<file path="src/rtl/cdb_pkg.sv">
// cdb_pkg: shared defaults and the reserved "no tag" value for the CDB arbiter
package cdb_pkg;
  localparam int N_REQ_DEF  = 4;
  localparam int TAG_W_DEF  = 3;
  localparam int DATA_W_DEF = 4;
  localparam int CNT_W_DEF  = 8;
  localparam int TAG_NONE   = 0;
endpackage

</file>
<file path="src/rtl/cdb_arbiter_rr_picker.sv">
// rr_picker: combinational round-robin one-hot picker starting its search at ptr
module rr_picker #(
  parameter int N = 4,
  localparam int IW = $clog2(N)
) (
  input  logic [N-1:0]  req,
  input  logic [IW-1:0] ptr,
  output logic [N-1:0]  grant,
  output logic [IW-1:0] idx,
  output logic          any
);
  logic [N-1:0]  rot;
  logic [IW-1:0] off;
  logic [IW:0]   sum;
  // rotating the doubled vector puts requester ptr at bit 0, so the lowest set bit is the winner
  always_comb begin
    rot = N'({req, req} >> ptr);
    off = '0;
    for (int k = N - 1; k >= 0; k--) off = rot[k] ? IW'(k) : off;
    sum = {1'b0, ptr} + {1'b0, off};
    idx = sum >= (IW+1)'(N) ? IW'(sum - (IW+1)'(N)) : sum[IW-1:0];
    any = |req;
    grant = any ? N'(1) << idx : '0;
  end
endmodule

</file>
<file path="src/rtl/cdb_arbiter.sv">
// cdb_arbiter: round-robin arbiter registering one producer result per cycle onto the CDB
module cdb_arbiter
  import cdb_pkg::*;
#(
  parameter int N_REQ  = N_REQ_DEF,
  parameter int TAG_W  = TAG_W_DEF,
  parameter int DATA_W = DATA_W_DEF,
  parameter int CNT_W  = CNT_W_DEF,
  localparam int IW = $clog2(N_REQ)
) (
  input  logic                clk,
  input  logic                rst,
  input  logic                flush,
  input  logic [N_REQ-1:0]    req_valid,
  input  logic [N_REQ*TAG_W-1:0]  req_tag,
  input  logic [N_REQ*DATA_W-1:0] req_data,
  output logic [N_REQ-1:0]    req_ready,
  output logic                cdb_valid,
  output logic [TAG_W-1:0]    cdb_tag,
  output logic [DATA_W-1:0]   cdb_data,
  output logic [IW-1:0]       cdb_src,
  output logic                tag_err,
  output logic [CNT_W-1:0]    bcast_count
);
  logic [IW-1:0]    ptr, idx;
  logic [N_REQ-1:0] grant;
  logic             any, go, tag_ok;
  logic [TAG_W-1:0] win_tag;
  rr_picker #(.N(N_REQ)) u_pick (.req(req_valid), .ptr(ptr), .grant(grant), .idx(idx), .any(any));
  assign go        = any & ~flush & ~rst;
  assign req_ready = go ? grant : '0;
  assign win_tag   = req_tag[idx*TAG_W +: TAG_W];
  assign tag_ok    = win_tag != TAG_W'(TAG_NONE);
  // a tag-0 grant is consumed and advances ptr, but only raises tag_err
  always_ff @(posedge clk or posedge rst) begin
    if (rst) begin
      ptr         <= '0;
      cdb_valid   <= 1'b0;
      cdb_tag     <= '0;
      cdb_data    <= '0;
      cdb_src     <= '0;
      tag_err     <= 1'b0;
      bcast_count <= '0;
    end else begin
      cdb_valid <= go & tag_ok;
      tag_err   <= go & ~tag_ok;
      ptr       <= flush ? '0 : go ? (idx == IW'(N_REQ - 1) ? '0 : idx + 1'b1) : ptr;
      if (go & tag_ok) begin
        cdb_tag     <= win_tag;
        cdb_data    <= req_data[idx*DATA_W +: DATA_W];
        cdb_src     <= idx;
        bcast_count <= bcast_count + 1'b1;
      end
    end
  end
endmodule

</file>
<file path="config.mk">
export PLATFORM = sky130hd
export DESIGN_NAME = cdb_arbiter
export DESIGN_NICKNAME = d
export VERILOG_FILES = /design/src/rtl/cdb_pkg.sv /design/src/rtl/cdb_arbiter_rr_picker.sv /design/src/rtl/cdb_arbiter.sv
export SDC_FILE = /design/constraint.sdc
export NUM_CORES = 1
export LEC_CHECK = 0
export CELL_PAD_IN_SITES_DETAIL_PLACEMENT = 1
export CELL_PAD_IN_SITES_GLOBAL_PLACEMENT = 1
export CORE_MARGIN = 2
export CORE_UTILIZATION = 33
export CTS_CLUSTER_SIZE = 12
export DETAILED_ROUTE_END_ITERATION = 8
export GPL_ROUTABILITY_DRIVEN = 0
export GPL_TIMING_DRIVEN = 0
export PLACE_DENSITY = 0.77
export SYNTH_ARGS = -nofsm -noshare
export SYNTH_HDL_FRONTEND = slang
export SYNTH_SLANG_ARGS = --single-unit
</file>
<file path="constraint.sdc">
create_clock -name clk -period 4.05 [get_ports clk]
set_clock_uncertainty 0.15 [all_clocks]
set_input_delay 0.405 -clock clk [delete_from_list [all_inputs] [get_ports clk]]
set_output_delay 0.405 -clock clk [all_outputs]
set_load 0.05 [all_outputs]
</file>
==> run metrics <==
antenna cells 0; total power draw 1560 uW; WS Path Type in2out; vias in the first global route 1389; vias per inst 5.48; Die W 70.7 um; peak supply drop 354 uV; Clock Root Buffer clkbuf_8; first-pass GRT wire length 7.07 mm; most numerous cell in the Yosys netlist dfrtp_1; dominant cell type by area after synthesis dfrtp_1; minimum clock period 3.77 ns; fin util 0.495; synthesized flop and latch total 21; Min-Delay Path Class reg2reg; Cell Rows 24; instance count of the mapped netlist 130; All-Layer GR Usage 0.176; total grt overflow 0; ANT nets after route 0; hold_buf cts 0; Async SR Flop Fraction 1.00; Worst path slowest cell clkdlybuf4s50_1; library cells used by synthesis 47; worst r2r src ptr[0]$_DFFE_PP0P_; clock sink total 21; crit-path max FO 7; post-synthesis sequential area ratio 0.357; hpwl dp 3.31 mm; Buf+Inv Stages, Crit Path 2; Synth top area share 0.357; crit start category input port; clk_lat worst skew 0.26 ns; total number of vias 1325; crit-path max cell delay 0.53 ns; synth top area cells dfrtp_1, mux4_1, mux2_2; initial antenna violation count 0; DRC 0; Multi-input gate area 891 um^2; crit path cell chain clkdlybuf4s50_1, a221oi_1, a21oi_1, a211o_1, ha_1, xor2_2, and4_4, nor2_4, ha_1, and2_1, dlygate4sd2_1; Post-Route WL 4.18 mm; # setup viols final 0; TritonRoute pass-1 iters 4; Clock Pin Slew Worst Setup and Hold Paths 0.08 ns; initial core utilization 0.340; layout cells sized above 1 0.153; Post-DP Area 2100 um^2; crit-path leading delay family buffers and inverters; Setup crit end kind primary output; cts bufs inserted 3; Slew @ Worst Pin 0.819 ns; yosys warns 0; Die Height 70.7 um; Max Clk Rate 266 MHz; PwrDens 729 nW/um^2; Core Area 4320 um^2; CP Launch Point req_valid[2]; Synthesized Nets 170; Post-synth EDFFs 0; Final Slew Violations 0; IO Pins 58; Crit path required time 3.49 ns; die area 5000 um^2; fin nets 231; fillers 483; final hold viol count 0; P_leak 0.000904 uW; Final Instance Area 2140 um^2; max_slew headroom 0.453; Tcrit/Tclk final 0.930; status complete, no violations; Iter 0 DRT Violations 33; TNS Setup 0 ns; Routed WL per cell 17.3 um; # resized after CTS 7; max cap viols 0; H-tree depth 1; Synth Cell Area 1470 um^2; hold path start bcast_count[6]$_DFFE_PP0P_; Crit path arrival time 3.21 ns; Hold WS 0.347 ns; FF/Latch Area 526 um^2; CTS tree yes; area grow syn2layout 45.6%; most frequent cells after synthesis dfrtp_1, nor2_1, mux2_2, xnor2_1; RSZ-0062 raised after global routing no; PortBufs 56; syn_area_per_cell 11.3 um^2; ys flop type dfrtp_1; Longest Clk Path Bufs 2; Top cell by count, worst path ha_1; largest net degree at the start of global routing 22; Post-CTS Setup Inserts 0
## area by class of cell
cell class / count / share of cell area
Buffer: 7 / 0.0205
Clock buffer: 3 / 0.0193
Clock inverter: 1 / 0.00234
Inverter: 5 / 0.00877
Multi-Input combinational cell: 97 / 0.416
Sequential cell: 21 / 0.245
Tap cell: 52 / 0.0304
Timing Repair Buffer: 56 / 0.257
## path summary, 6_finish.rpt
kind,to,slack [ns],cells past startpoint
worst min register to register,bcast_count[6]$_DFFE_PP0P_,0.35,1
worst max register to register,cdb_src[0]$_DFFE_PP0P_,0.50,13
min in group asynchronous,ptr[1]$_DFFE_PP0P_,0.51,2
worst min-delay path,bcast_count[6]$_DFFE_PP0P_,0.35,1
max in group asynchronous,cdb_tag[2]$_DFFE_PP0P_,2.74,2
worst max-delay path,req_ready[0],0.28,11
## cells by family (layout without fill, tap and decap cells)
group | after synthesis | count (layout) | synth area share
buffers and inverters | 12 | 72 | 0.0417
AOI/OAI and AO/OA | 24 | 24 | 0.135
xor gates and xnor gates | 8 | 8 | 0.0477
DFF | 21 | 21 | 0.357
muxes | 17 | 17 | 0.187
adders and majority gates | 5 | 5 | 0.0426
and+or+nand+nor | 43 | 43 | 0.188
## cell usage in the layout (no fill, tap or decap), drive strengths merged, types with 5 or more instances in the layout
master / count
clkdlybuf4s50: 51
o2111ai: 5
inv: 5
nor3: 6
mux2: 9
mux4: 6
ha: 5
dfrtp: 21
nor2: 11
clkbuf: 7
buf: 5
xnor2: 7
## worst register-to-register path, stage by stage, from the launching register on
cell and delay (ns):
dfrtp_1 0.40, buf_2 0.18, nor2b_1 0.14, a221oi_1 0.24
a21oi_1 0.08, a211o_1 0.29, ha_1 0.31, clkbuf_1 0.27
nor4_1 0.11, a21oi_1 0.18, nand2_1 0.12, nor3_4 0.50
nor2_8 0.13, mux2_1 0.34
## registers in the layout, summed over array words and instances (netlist names)
| name | flops |
|---|---|
| bcast_count | 8 |
| cdb_data | 4 |
| cdb_valid | 1 |
| ptr | 2 |
| cdb_src | 2 |
| cdb_tag | 3 |
| tag_err | 1 |
## per-stage QoR
step / instances / setup WS [ns]
after floorplan: 130 / 0.775
after global placement: 238 / -0.282
after detailed placement: 238 / -0.330
after CTS: 242 / 0.0190
after global routing: 242 / 0.0281
final: 242 / 0.284
## metal layers
layer  global-route usage  routed length, um
met1                0.216               1670
met2                0.336               2370
met3               0.0256                107
met4               0.0189                 30
met5                    0                  0
## report_power, final
group | internal [uW] | leakage, uW | total (uW) | switching, uW
clock network | 68.7 | 0.0000255 | 142 | 73.6
registers | 295 | 0.000264 | 368 | 72.7
logic | 426 | 0.000615 | 1050 | 624
total | 790 | 0.000904 | 1560 | 770
No activity file was read; power rests on OpenSTA's default activity.
